==> config.mk <==
export PLATFORM = sky130hd
export DESIGN_NAME = rect_query_arbiter
export DESIGN_NICKNAME = d
export VERILOG_FILES = /design/src/rtl/rect_query_arbiter.sv
export SDC_FILE = /design/constraint.sdc
export NUM_CORES = 1
export LEC_CHECK = 0
export BUFFER_PORTS_ARGS = -buffer_cell sky130_fd_sc_hd__buf_2
export CAP_MARGIN = 20
export CELL_PAD_IN_SITES_DETAIL_PLACEMENT = 0
export CELL_PAD_IN_SITES_GLOBAL_PLACEMENT = 2
export CORE_MARGIN = 5
export CORE_UTILIZATION = 27
export DETAILED_ROUTE_END_ITERATION = 10
export PLACE_DENSITY = 0.87
export SLEW_MARGIN = 15
export SYNTH_ARGS = -nofsm -noshare
export SYNTH_HDL_FRONTEND = slang
export SYNTH_SLANG_ARGS = --single-unit
==> constraint.sdc <==
create_clock -name clk -period 3.98 [get_ports clk]
set_clock_uncertainty 0.1 [all_clocks]
set_input_delay 0.398 -clock clk [delete_from_list [all_inputs] [get_ports clk]]
set_output_delay 0.398 -clock clk [all_outputs]
set_load 0.01 [all_outputs]
==> src/rtl/rect_query_arbiter.sv <==
`default_nettype none
// ============================================================================
// Module   : rect_query_arbiter
// Purpose  : Round-robin arbiter that shares the single rectangle-sum query
//            port of integral_image between two requesters. One query is
//            outstanding at a time; the returned sum is routed back to the
//            requester that owns the query.
// Ports    : clk, rst                - clock, synchronous active-high reset
//            reqN_valid/rect/ready   - request handshake per requester (N=0,1)
//            rspN_sum/valid/err      - response per requester
//            query_x1..y2, query_valid - query bus to integral_image
//            rect_sum, rect_sum_valid  - sum returned by integral_image
// Options  : RQA_TIMEOUT_EN - when defined, a WAIT cycle counter returns an
//            error response after TIMEOUT_CYCLES cycles without a sum.
// Revision : 1.0 - initial release
// ============================================================================
module rect_query_arbiter #(
  parameter int COORD_WIDTH    = 8,
  parameter int SUM_WIDTH      = 24,
  parameter int TIMEOUT_CYCLES = 64
) (
  input  logic                     clk,
  input  logic                     rst,
  input  logic                     req0_valid,
  input  logic [4*COORD_WIDTH-1:0] req0_rect,
  output logic                     req0_ready,
  input  logic                     req1_valid,
  input  logic [4*COORD_WIDTH-1:0] req1_rect,
  output logic                     req1_ready,
  output logic [SUM_WIDTH-1:0]     rsp0_sum,
  output logic                     rsp0_valid,
  output logic                     rsp0_err,
  output logic [SUM_WIDTH-1:0]     rsp1_sum,
  output logic                     rsp1_valid,
  output logic                     rsp1_err,
  output logic [COORD_WIDTH-1:0]   query_x1,
  output logic [COORD_WIDTH-1:0]   query_y1,
  output logic [COORD_WIDTH-1:0]   query_x2,
  output logic [COORD_WIDTH-1:0]   query_y2,
  output logic                     query_valid,
  input  logic [SUM_WIDTH-1:0]     rect_sum,
  input  logic                     rect_sum_valid
);

  typedef enum logic [1:0] {
    IDLE  = 2'd0,
    ISSUE = 2'd1,
    WAIT  = 2'd2
  } state_t;

  state_t                   state;
  logic                     prio;
  logic                     owner;
  logic                     grant;
  logic                     accept;
  logic [4*COORD_WIDTH-1:0] sel_rect;
  logic [COORD_WIDTH-1:0]   sel_x1, sel_y1, sel_x2, sel_y2;
  logic                     degenerate;
  logic                     rsp_fire;
  logic                     rsp_who;
  logic [SUM_WIDTH-1:0]     rsp_data;
  logic                     rsp_is_err;

  // Grant the priority requester if it asks, otherwise the other one.
  assign grant      = prio ? req1_valid : ~req0_valid;
  assign req0_ready = (state == IDLE) && req0_valid && !grant;
  assign req1_ready = (state == IDLE) && req1_valid && grant;
  assign accept     = req0_ready || req1_ready;

  assign sel_rect   = grant ? req1_rect : req0_rect;
  assign sel_x1     = sel_rect[4*COORD_WIDTH-1 -: COORD_WIDTH];
  assign sel_y1     = sel_rect[3*COORD_WIDTH-1 -: COORD_WIDTH];
  assign sel_x2     = sel_rect[2*COORD_WIDTH-1 -: COORD_WIDTH];
  assign sel_y2     = sel_rect[COORD_WIDTH-1:0];
  assign degenerate = (sel_x2 < sel_x1) || (sel_y2 < sel_y1);

`ifdef RQA_TIMEOUT_EN
  localparam int CNT_W = (TIMEOUT_CYCLES > 2) ? $clog2(TIMEOUT_CYCLES) : 1;

  logic [CNT_W-1:0] wait_cnt;
  logic             timeout_hit;

  // Counter value is the zero-based index of the current WAIT cycle.
  assign timeout_hit = (state == WAIT) && !rect_sum_valid &&
                       (wait_cnt == CNT_W'(TIMEOUT_CYCLES - 1));
  assign rsp_is_err  = timeout_hit;

  always_ff @(posedge clk) begin
    if (rst) begin
      wait_cnt <= '0;
    end else if (state == ISSUE) begin
      wait_cnt <= '0;
    end else if (state == WAIT) begin
      wait_cnt <= wait_cnt + 1'b1;
    end
  end

  always_ff @(posedge clk) begin
    if (rst) begin
      rsp0_err <= 1'b0;
      rsp1_err <= 1'b0;
    end else begin
      rsp0_err <= rsp_fire && !rsp_who && rsp_is_err;
      rsp1_err <= rsp_fire &&  rsp_who && rsp_is_err;
    end
  end
`else
  assign rsp_is_err = 1'b0;
  assign rsp0_err   = 1'b0;
  assign rsp1_err   = 1'b0;
`endif

  // Response source: an immediate zero for a degenerate rect, the returned
  // sum in WAIT, or a zero error response on timeout.
  always_comb begin
    rsp_fire = 1'b0;
    rsp_who  = owner;
    rsp_data = '0;
    if (state == IDLE) begin
      if (accept && degenerate) begin
        rsp_fire = 1'b1;
        rsp_who  = grant;
      end
    end else if (state == WAIT) begin
      if (rect_sum_valid) begin
        rsp_fire = 1'b1;
        rsp_data = rect_sum;
      end else if (rsp_is_err) begin
        rsp_fire = 1'b1;
      end
    end
  end

  always_ff @(posedge clk) begin
    if (rst) begin
      state       <= IDLE;
      prio        <= 1'b0;
      owner       <= 1'b0;
      query_valid <= 1'b0;
      query_x1    <= '0;
      query_y1    <= '0;
      query_x2    <= '0;
      query_y2    <= '0;
      rsp0_valid  <= 1'b0;
      rsp1_valid  <= 1'b0;
      rsp0_sum    <= '0;
      rsp1_sum    <= '0;
    end else begin
      query_valid <= 1'b0;
      rsp0_valid  <= 1'b0;
      rsp1_valid  <= 1'b0;

      if (rsp_fire && !rsp_who) begin
        rsp0_valid <= 1'b1;
        rsp0_sum   <= rsp_data;
      end
      if (rsp_fire && rsp_who) begin
        rsp1_valid <= 1'b1;
        rsp1_sum   <= rsp_data;
      end

      case (state)
        IDLE: begin
          if (accept) begin
            prio  <= ~grant;
            owner <= grant;
            if (!degenerate) begin
              // Bus is loaded here so it is valid alongside query_valid.
              query_x1    <= sel_x1;
              query_y1    <= sel_y1;
              query_x2    <= sel_x2;
              query_y2    <= sel_y2;
              query_valid <= 1'b1;
              state       <= ISSUE;
            end
          end
        end
        ISSUE: state <= WAIT;
        WAIT: begin
          if (rsp_fire) begin
            state <= IDLE;
          end
        end
        default: state <= IDLE;
      endcase
    end
  end

endmodule
`default_nettype wire

## Word level (Yosys, flattened, before mapping)

Index checks and enable logic that the tools add are counted.

| word-level totals | value |
|---|---|
| register bits | 87 |
| output and inout bits | 87 |

| operators by class | value |
|---|---|
| $lt $le $gt $ge | 2 |
| equal/unequal tests | 5 |
| muxes and demuxes | 18 |
| bitwise operators | 5 |
| reductions and logical operators | 16 |

Operators with widths:

| operator | count |
|---|---|
| $mux 24 | 3 |
| $mux 32 | 1 |
| $lt 8x8->1 | 2 |
| $mux 1 | 10 |
| $logic_and 1x1->1 | 7 |
| $mux 2 | 3 |
| $ne 2x2->1 const B | 3 |
| $pmux 2 s3 | 1 |
| $reduce_and 3->1 | 2 |
| $not 1->1 | 5 |
| $reduce_or 3->1 | 1 |
| $eq 2x1->1 const B | 1 |
| $eq 2x2->1 const B | 1 |
| $logic_not 1->1 | 2 |
| $logic_not 2->1 | 1 |
| $logic_or 1x1->1 | 2 |
| $reduce_and 2->1 | 1 |

## Depth between registers and ports, before layout

Gate-level depths: netlist of the first run.

| logic depth | value |
|---|---|
| depth after elaboration | 11 |
| gate-level depth with buffers | 15 |
| gate-level depth less buffers | 10 |

## Worst setup path before layout of the first run

Ideal clock, no wire load.

| path | value |
|---|---|
| kind | reg2reg |
| start point | register prio |
| end point | register rsp1_sum[17] |
| arrival | 3.116 ns |
| setup slack | 0.632 ns |
| cell stages (with the launch flop) | 16 |
| buffers on the path | 5 |
| period minus slack after synthesis | 3.348 ns |
| path through | dfxtp_1 > nand2b_2 > and2_4 > buf_12 > buf_2 > buf_4 > mux2i_1 > ha_1 > a21oi_1 > a21oi_1 > a2111oi_1 > a22oi_1 > buf_4 > buf_2 > o211ai_1 > a21oi_1 |

| between the ends | value |
|---|---|
| longest elaborated chain between the ends | 8 |
| elaborated cells on any way between the ends | 15 |

RTL lines:

| element | line | RTL |
|---|---|---|
| from (decl) | 52 | `logic prio;` |
| from (signal assigned) | 165 | `prio <= ~grant;` |
| $mux 1 (*) | 65 | `assign grant = prio ? req1_valid : ~req0_valid;` |
| $mux 32 or $logic_not 1->1 (tied branches) | 70, 66 |  |
| $lt 8x8->1 or $logic_and 1x1->1 (tied branches) | 75, 66 |  |
| $logic_or 1x1->1 (on tied branches) | 75, 68 |  |
| $logic_and 1x1->1 | 120 | `if (accept && degenerate) begin` |
| $mux 1 | 120 |  |
| $mux 1 | 119 | `if (state == IDLE) begin` |
| $logic_and 1x1->1 (*) | 157 | `if (rsp_fire && rsp_who) begin` |
| to (signal assigned) | 159 | `rsp1_sum <= rsp_data;` |
| to (decl) | 33 | `output logic [SUM_WIDTH-1:0] rsp1_sum,` |

Every way passes the cells marked *; elsewhere a longest branch is shown, timed or not.
A chain may end at the register's enable or synchronous reset.

## Final worst setup path of the first run

| path | value |
|---|---|
| start point | register prio |
| end point | register query_y1[3] |

| between the ends | value |
|---|---|
| longest elaborated chain between the ends | 6 |
| elaborated cells on any way between the ends | 11 |

RTL lines:

| element | line | RTL |
|---|---|---|
| $mux 1 (*) | 65 |  |
| $mux 32 | 70 | `assign sel_rect = grant ? req1_rect : req0_rect;` |
| $lt 8x8->1 | 75 | `assign degenerate = (sel_x2 < sel_x1) \|\| (sel_y2 < sel_y1);` |
| $logic_or 1x1->1 | 75 |  |
| $not 1->1 (no line) | n/a |  |
| $reduce_and 3->1 (no line) | n/a |  |
| to (signal assigned) | 170 | `query_y1 <= sel_y1;` |
| to (decl) | 37 | `output logic [COORD_WIDTH-1:0] query_y1,` |

Marks and branches as above.

==> key figures, run 1 <==
Clocking
  – CTS Root Buffer Type: clkbuf_16
  – CTS clk-pin slew, worst paths: 70 ps
  – CTS max path bufs: 2
  – Number of setup buffers added after CTS: 0
  – CTS Buf Count: 9
  – CTS tree: built
  – CTS sink cnt: 87
  – Clock Latency Late Sink: 340 ps
  – Hold buffer count at cts: 0
  – H-tree levels: 3
  – Post_cts resized: 0

Logic synthesis
  – Xor-xnor portion of the synthesized cell area: 0%
  – Synth top cells by count: 87 x dfxtp_1, 69 x a21oi_1, 30 x nor3_1
  – Cell area after synthesis: 0.00404 mm^2
  – Yosys top cell area share: 43.1%
  – Gate Count Post-Synth: 411
  – Register bit count reported by yosys: 87
  – Adder-cell share of the synthesized area: 4.34%
  – Post-synthesis mux area share: 8.12%
  – Post-synth cell types: 36
  – Largest family of logic cells by synthesized area: compound AO/OA/AOI/OAI gates
  – Register area share after synthesis: 43.1%
  – EDFF count, synth: 0
  – Post-synth top flop: dfxtp_1
  – Count leader, synth: dfxtp_1
  – Complex-gate fraction of the synthesized area: 27.1%
  – Area leader, netlist: dfxtp_1
  – Syn_area_per_cell: 9.82 um^2
  – Synth top area cells: dfxtp_1 43%, a21oi_1 8.6%, a32o_1 6.0%
  – Simple-gate share of the synthesized area: 11.0%
  – Synth warnings: 0
  – Post-synthesis async set-or-reset flop share: 0%

Power and ir drop
  – NetSw: 0.000836 W
  – Combinational power share: 27.2%
  – Internal: 0.00170 W
  – Net Sw Frac: 33.0%
  – Max VDD drop: 0.197 mV
  – PD cells: 475 mW/mm^2
  – Clock share of power: 34.1%
  – P_leak: 2.31 nW
  – Reg power frac: 38.7%

Setup path
  – Crit. End Element: flip-flop
  – Crit-path max FO: 25
  – Critical Path Start Type: flip-flop
  – CP Class: flip-flop to flip-flop
  – Worst path required time: 4130 ps
  – Worst Path Arrival: 3890 ps
  – R2R depth: 13

Floorplan
  – Die ar.: 0.0175 mm^2
  – Core area: 0.0146 mm^2
  – # IOs: 180
  – Die X: 132 um
  – Starting Density: 27.7%
  – Die Y: 132 um
  – Number of core rows: 44

Route
  – ANT nets after route: 0
  – DRC viols: 0
  – Avg Vias per Cell: 5.14
  – Total iterations of the first detailed-routing run: 4
  – Initial DRC Count: 179
  – Post-Route WL: 14.4 mm
  – Routed len/inst: 19.1 um
  – DR vias: 3893

Timing
  – TNS Setup: 0 ps
  – Max-slew violations: 0
  – Tmin final: 3730 ps
  – Final Cycle Share: 93.7%
  – Max Clk Rate: 268 MHz
  – RSZ-0062 raised after global routing: no
  – Slew HR: 31.1%
  – Worst Tran Pin Value: 1030 ps
  – Setup violators final: 0
  – Hold slack: 206 ps
  – Final Hold Vio Count: 0

Placement
  – Placed Area: 0.00503 mm^2
  – I/O Buffers: 177
  – Placed cell count: 740
  – Detail Placement HPWL: 11.0 mm
  – Routability cong.: 0.816

Layout
  – Area grow syn2layout: 32.3%
  – N_diodes: 0
  – Final cell count without fillers: 757
  – Ratio of cells with drive above 1 in the final layout: 41.7%
  – Finished Cell Area: 0.00534 mm^2
  – NumNets Final: 675

Worst hold path
  – Worst hold path class: input port to flip-flop
  – Worst hold path depth: 2

Status
  – Status: finished, final reports clean

Global route
  – Total global routing overflow: 0
  – GRT Total Usage: 15.9%
  – Largest net degree at the start of global routing: 56
  – Number of global-route vias before repair: 3932
  – First-pass GRT wire length: 22.3 mm
  – Initial antenna violation count: 0

Run
  – Max_cap viols: 0
[power by group through the flow]
| stage | clock network, W | registers (W) | logic, W |
|---|---|---|---|
| floorplan | 0 | 0.00103 | 0.000422 |
| global placement | 0 | 0.00100 | 0.000673 |
| detailed placement | 0 | 0.00100 | 0.000691 |
| CTS | 0.000893 | 0.000982 | 0.000692 |
| global route | 0.000930 | 0.000989 | 0.000759 |
| finish | 0.000865 | 0.000982 | 0.000690 |
[worst paths after layout]
check,startpoint,slack (ps),to
hold / removal,rect_sum[13],210,rsp0_sum[13]
setup reg to reg,prio,250,query_y1[3]
hold reg to reg,rsp0_sum[0],360,rsp0_sum[0]
setup / recovery,prio,250,query_y1[3]
[per-stage QoR]
stage	util (%)	setup WS (ps)	total power (W)
after floorplan	-	632	0.00145
after global placement	34.3	227	0.00167
after detailed placement	34.5	89.5	0.00169
after CTS	36.5	189	0.00257
after global routing	36.6	36.2	0.00268
final	36.6	249	0.00254
[routing by layer]
metal	up-vias	routed length, um	track usage, %
li1	1888	-	-
met1	1815	6250	19.7
met2	182	6540	25.4
met3	8	1490	7.40
met4	0	151	3.34
met5	-	0	0
[final cells by class]
| type | count | area (um^2) |
|---|---|---|
| clock inverters | 7 | 77.6 |
| well taps | 184 | 230 |
| clock buffers | 9 | 225 |
| inverters | 3 | 11.3 |
| repair buffers | 188 | 988 |
| flip-flops and latches | 87 | 1740 |
| fillers | 1545 | 9250 |
| multi-input cells | 279 | 2070 |
[worst max-delay path, cell delays in order, from the launching register on]
cell and delay, ps:
dfxtp_1 410, nand2b_2 190, and2_4 380, buf_4 230
mux2i_1 340, ha_1 310, a21oi_1 140, nor2_1 60
a2111oi_1 310, buf_4 190, a22o_4 170, buf_4 260
nor2_4 180, a211oi_1 330
[registers in the layout, indices dropped and copies added (netlist names)]
register and flops:
owner 1, prio 1, query_valid 1, query_x1 8
query_x2 8, query_y1 8, query_y2 8, rsp0_sum 24
rsp0_valid 1, rsp1_sum 24, rsp1_valid 1, state 2
[kinds of logic (layout without fill, tap and decap cells)]
family / Yosys count / after routing
DFF: 87 / 87
muxes: 31 / 31
other: 1 / 2
AOI/OAI and AO/OA: 145 / 146
buffers and inverters: 47 / 207
adders and majority gates: 14 / 14
and+or+nand+nor: 86 / 86
[cells in the final DEF (no fill, tap or decap), types with 5 or more instances in the layout]
cell type    n
o211ai_1    24
a211oi_2    11
buf_2      177
a32o_1      24
ha_1        14
nand3_1     29
nor2_1      11
dfxtp_1     87
buf_4       10
a211oi_1     8
nor3_1      30
mux2i_1     17
a21oi_1     69
clkbuf_16    9
mux2_2      14
nand2_1      5
Power figures use the tool's default switching activity.
==> run 2, diff against run 1 <==
Settings changed: ABC_AREA set to 1, CORE_UTILIZATION 27 to 25, PLACE_DENSITY 0.87 to 0.89.
==> key figures, run 2 <==
Timing
  – RSZ-0062 raised after global routing: no
  – Worst Tran Pin Value: 770 ps
  – TNS Setup: 0 ps
  – Tmin final: 3310 ps
  – Max Clk Rate: 303 MHz
  – Setup violators final: 0
  – Final Cycle Share: 83.0%
  – Final Hold Vio Count: 0
  – Slew HR: 48.6%
  – Max-slew violations: 0

Floorplan
  – Starting Density: 25.2%
  – Die X: 141 um
  – Die ar.: 0.0199 mm^2
  – Number of core rows: 48
  – # IOs: 180
  – Die Y: 141 um
  – Core area: 0.0171 mm^2

Placement
  – Routability cong.: 0.788
  – Placed Area: 0.00537 mm^2
  – I/O Buffers: 177
  – Detail Placement HPWL: 9.81 mm

Layout
  – Regs by FF count: rsp0_sum: 24 flops, rsp1_sum: 24 flops
  – Most common cell after layout, fill and taps aside: nand2_1
  – Area grow syn2layout: 31.7%
  – FF+latch area: 0.00174 mm^2
  – N_diodes: 0
  – Multi-input logic area: 0.00208 mm^2
  – Finished Cell Area: 0.00565 mm^2
  – Ratio of cells with drive above 1 in the final layout: 26.6%
  – Fillers: 1971
  – NumNets Final: 900
  – Most frequent cells in the layout: 189 x nand2_1, 177 x buf_2, 102 x nor2_1, 87 x dfxtp_1, 82 x inv_1

Logic synthesis
  – Post-synth top flop: dfxtp_1
  – Post-synth cell types: 26
  – Gate Count Post-Synth: 631
  – Synth top area cells: dfxtp_1 41%, nand2_1 17%, nor2_1 8.9%
  – Area leader, netlist: dfxtp_1
  – Cell area after synthesis: 0.00429 mm^2
  – Register area share after synthesis: 40.6%
  – Count leader, synth: nand2_1
  – Yosys top cell area share: 40.6%
  – Register bit count reported by yosys: 87
  – Synth top cells by count: 189 x nand2_1, 102 x nor2_1, 87 x dfxtp_1
  – EDFF count, synth: 0
  – Syn_area_per_cell: 6.80 um^2
  – Synth warnings: 0
  – Post-synthesis async set-or-reset flop share: 0%

Clocking
  – CTS clk-pin slew, worst paths: 70 ps
  – Post_cts resized: 0
  – CTS tree: built
  – CTS max path bufs: 2
  – Clock Latency Late Sink: 340 ps
  – CTS sink cnt: 87
  – H-tree levels: 3
  – Number of setup buffers added after CTS: 0
  – CTS Root Buffer Type: clkbuf_16
  – CTS Buf Count: 9
  – Hold buffer count at cts: 0

Global route
  – Total global routing overflow: 0
  – GRT Total Usage: 13.6%
  – Number of global-route vias before repair: 4218
  – Initial antenna violation count: 0
  – Largest net degree at the start of global routing: 45
  – First-pass GRT wire length: 21.6 mm

Run
  – Max_cap viols: 0

Setup path
  – CP dominant cell by count: nand2_4
  – Worst Path Arrival: 3480 ps
  – Largest stage delay, worst path: 420 ps
  – CP Class: flip-flop to flip-flop
  – Crit. End Element: flip-flop
  – Critical Path Start Type: flip-flop
  – Worst path required time: 4150 ps
  – Crit-path cells: nand2_2 -> nand2_4 -> buf_12 -> mux2i_1 -> ha_1 -> a21oi_1 -> nor2_1 -> a211oi_1 -> nand2_1 -> nand2_4 -> nand2_4 -> nand2_4 -> nand3_4 -> nand2_1 -> nand2_1 -> nor2_1
  – Crit-path max FO: 44
  – Slowest cell on crit path: nand3_4

Route
  – Initial DRC Count: 121
  – ANT nets after route: 0
  – Avg Vias per Cell: 4.09
  – Post-Route WL: 13.4 mm
  – Total iterations of the first detailed-routing run: 4
  – DRC viols: 0
  – DR vias: 4189
  – Routed len/inst: 13.0 um

Power and ir drop
  – P_leak: 3.25 nW
  – Max VDD drop: 0.202 mV
  – Final Power: 0.00321 W
  – PD cells: 568 mW/mm^2

Worst hold path
  – Worst hold path class: input port to flip-flop

Status
  – Status: finished, final reports clean
## run 2: changes by cell type in the layout (fill, tap and decap cells not counted), sizes merged, moves of 14 or more
cell,before,now
a211oi,20,3
a21oi,69,30
a32o,24,0
inv,6,85
mux2,14,0
nand2,5,198
nand3,29,14
nor2,12,103
nor3,30,0
o211ai,24,0
o21ai,1,20
## run 2: final timing paths
path / to / startpoint / slack [ps] / cells after the start
worst min register to register: query_x2[7] / query_x2[7] / 360 / 2
worst max-delay path: rsp0_sum[21] / prio / 670 / 16
worst min-delay path: query_y2[3] / req0_rect[3] / 240 / 3
worst max register to register: rsp0_sum[21] / prio / 670 / 16
## run 2: layer usage
metal / track usage [%] / vias up / routed length, um
li1: - / 2264 / -
met1: 16.6 / 1779 / 5930
met2: 22.5 / 136 / 6040
met3: 5.05 / 10 / 1230
met4: 3.98 / 0 / 151
met5: 0 / - / 0
## run 2: where the power goes
part	internal, W	total (W)	leakage (nW)	switching [W]
clock	0.000456	0.000810	0.136	0.000353
sequential	0.00108	0.00117	0.713	0.0000973
combinational	0.000467	0.00123	2.40	0.000762
## run 2: layout make-up
class                           count  share of cell area, %
Multi-Input combinational cell    427                   36.7
Sequential cell                    87                   30.8
Timing Repair Buffer              183                   16.9
Inverter                           85                   5.65
Tap cell                          225                   4.98
Clock buffer                       13                   4.60
Clock inverter                      3                  0.310
## run 2: worst max-delay path, delay by kind of cell, from the launching register on
| kind | cells | cell delay (ps) |
|---|---|---|
| flip-flops | 1 | 380 |
| buffers and inverters | 1 | 200 |
| AO/OA/AOI/OAI | 2 | 310 |
| adder cells (fa/ha/maj) | 1 | 300 |
| AND/OR/NAND/NOR | 11 | 1560 |
| multiplexers | 1 | 360 |
## run 2: cell families (layout without fill, tap and decap cells)
logic type               after synthesis  count (layout)  share of synthesized area [%]
AND/OR/NAND/NOR                      321             321                           30.7
buffers and inverters                118             284                           11.3
flip-flops                            87              87                           40.6
AO/OA/AOI/OAI                         76              76                           10.0
adder cells (fa/ha/maj)               14              14                           4.08
multiplexers                          14              14                           3.27
other                                  1               2                         0.0874
## run 2: stage by stage
step	utilization [%]	hold slack (ps)	worst slack [ps]	instances
3_5_place_dp	31.5	348	426	1007
5_1_grt	33.1	254	211	1023
6_report	33.1	242	675	1023
4_1_cts	33.1	223	570	1023
3_3_place_gp	31.5	343	454	1007
2_1_floorplan	-	357	923	632
==> run 3, diff against run 2 <==
Settings changed: ABC_AREA 1 to 0, CORE_UTILIZATION 25 to 27, PLACE_DENSITY 0.89 to 0.87.
Clock period 3.98 ns to 3.2 ns, I/O delays scaled along.
==> key figures, run 3 (synthesized netlist as in run 1, its figures left out) <==
Status
  – Status: complete, but fails checks
  – Violated checks: setup timing

Route
  – Total iterations of the first detailed-routing run: 4
  – ANT nets after route: 0
  – Avg Vias per Cell: 5.15
  – Initial DRC Count: 200
  – Post-Route WL: 16.0 mm
  – Routed len/inst: 19.3 um
  – DR vias: 4273
  – DRC viols: 0

Timing
  – Hold slack: 133 ps
  – RSZ-0062 raised after global routing: yes
  – Tmin final: 3200 ps
  – Setup violators final: 1
  – Max Clk Rate: 312 MHz
  – Max-slew violations: 0
  – Final Cycle Share: 100%
  – TNS Setup: -3.49 ps
  – Final Hold Vio Count: 0
  – Slew HR: 31.6%
  – Worst Tran Pin Value: 1020 ps
  – Final setup margin: -3.49 ps

Layout
  – Regs by FF count: rsp0_sum: 24 flops, rsp1_sum: 24 flops
  – Most common cell after layout, fill and taps aside: buf_2
  – NumNets Final: 747
  – Area grow syn2layout: 59.7%
  – Finished Cell Area: 0.00645 mm^2
  – N_diodes: 0
  – Fillers: 1420
  – Ratio of cells with drive above 1 in the final layout: 54.9%
  – Final cell count without fillers: 829
  – Most frequent cells in the layout: 177 x buf_2, 86 x dfxtp_1, 57 x buf_4, 50 x a21oi_1, 30 x nor3_1

Global route
  – Largest net degree at the start of global routing: 50
  – First-pass GRT wire length: 23.7 mm
  – Initial antenna violation count: 0
  – Number of global-route vias before repair: 4388
  – Total global routing overflow: 0
  – GRT Total Usage: 16.9%

Clocking
  – Hold buffer count at cts: 0
  – CTS tree: built
  – CTS Root Buffer Type: clkbuf_16
  – Clock Latency Late Sink: 340 ps
  – CTS max path bufs: 2
  – CTS sink cnt: 87
  – H-tree levels: 3
  – CTS clk-pin slew, worst paths: 70 ps
  – CTS Buf Count: 9

Floorplan
  – Die X: 132 um
  – Core area: 0.0146 mm^2
  – Die ar.: 0.0175 mm^2
  – Number of core rows: 44
  – Die Y: 132 um
  – Starting Density: 27.7%
  – # IOs: 180

Setup path
  – Crit. End Element: flip-flop
  – CP Class: flip-flop to flip-flop
  – Worst path required time: 3340 ps
  – Crit-path max FO: 7
  – Setup slack, reg-to-reg: -3 ps
  – Critical R2R Launch: prio
  – Critical Path Start Type: flip-flop
  – CP startpoint: prio
  – Worst Path Arrival: 3340 ps

Worst hold path
  – Hold path start: rect_sum[11]
  – Worst hold path class: input port to flip-flop

Placement
  – Placed Area: 0.00532 mm^2
  – Placed cell count: 779
  – I/O Buffers: 177
  – Detail Placement HPWL: 10.8 mm
  – Routability cong.: 0.849

Power and ir drop
  – Max VDD drop: 0.261 mV
  – PD cells: 569 mW/mm^2
  – P_leak: 2.76 nW

Run
  – Max_cap viols: 0
==> run 3: cell types whose count changed in the layout (fill, tap and decap cells not counted), sizes merged, moves of 14 or more <==
cell	delta
a211oi	+17
a21oi	+39
a32o	+24
buf	+73
inv	-81
mux2	+14
nand2	-193
nand3	+15
nor2	-91
nor3	+30
o211ai	+24
o21ai	-19
==> run 3: path summary, 6_finish.rpt <==
path	depth (start not counted)	end
setup / recovery	14	query_y1[5]
hold / removal	2	rsp0_sum[11]
setup reg to reg	14	query_y1[5]
hold reg to reg	1	rsp0_sum[11]
==> run 3: final cells by class <==
class	instances	area (um^2)	area share, %
multi-input combinational	280	2440	37.9
sequential	87	1740	27.0
timing repair buffer	259	1730	26.8
clock buffer	13	270	4.19
tap	184	230	3.57
clock inverter	3	25.0	0.388
inverter	3	11.3	0.175
==> run 3: metrics by stage <==
| stage | setup slack, ps | utilization [%] | total power, W |
|---|---|---|---|
| 6_report | -3.49 | 44.2 | 0.00367 |
| 5_1_grt | -173 | 44.2 | 0.00385 |
| 4_1_cts | -88.6 | 40.8 | 0.00344 |
| 3_5_place_dp | -435 | 36.5 | 0.00219 |
| 3_3_place_gp | -285 | 36.5 | 0.00217 |
| 2_1_floorplan | 15.1 | - | 0.00181 |
==> run 3: worst max-delay path, cell delays in order, from the launching register on <==
cell	delay (ps)
dfxtp_2	340
nand2b_4	140
and2_4	220
buf_6	150
buf_6	110
mux2i_4	260
ha_4	240
a21oi_2	140
nor2_2	60
a2111oi_4	390
a22o_4	260
buf_12	130
nor2_4	60
buf_6	190
a211oi_1	290
==> run 3: repair_timing <==
| action | CTS | global route |
|---|---|---|
| setup buffers | 12 | 16 |
| hold endpoints to repair | 0 | 0 |
| setup endpoints to repair | 81 | 80 |
| pin swaps | 12 | 42 |
| resized for setup | 24 | 61 |
| gates cloned | 5 | 3 |
==> run 3: power breakdown <==
group / leakage (nW) / switching (W) / internal [W] / total, W
registers: 0.706 / 0.0000563 / 0.00117 / 0.00123
logic: 1.91 / 0.000694 / 0.000697 / 0.00139
clock network: 0.142 / 0.000452 / 0.000595 / 0.00105
==> run 3: metal layers <==
metal  vias to the layer above  part of all wire (%)  track usage [%]
met5                         -                     0                0
met4                         0                   1.8             4.92
met3                        23                   9.2             5.80
met2                       202                    46             27.9
met1                      2013                    43             20.9
li1                       2035                     -                -
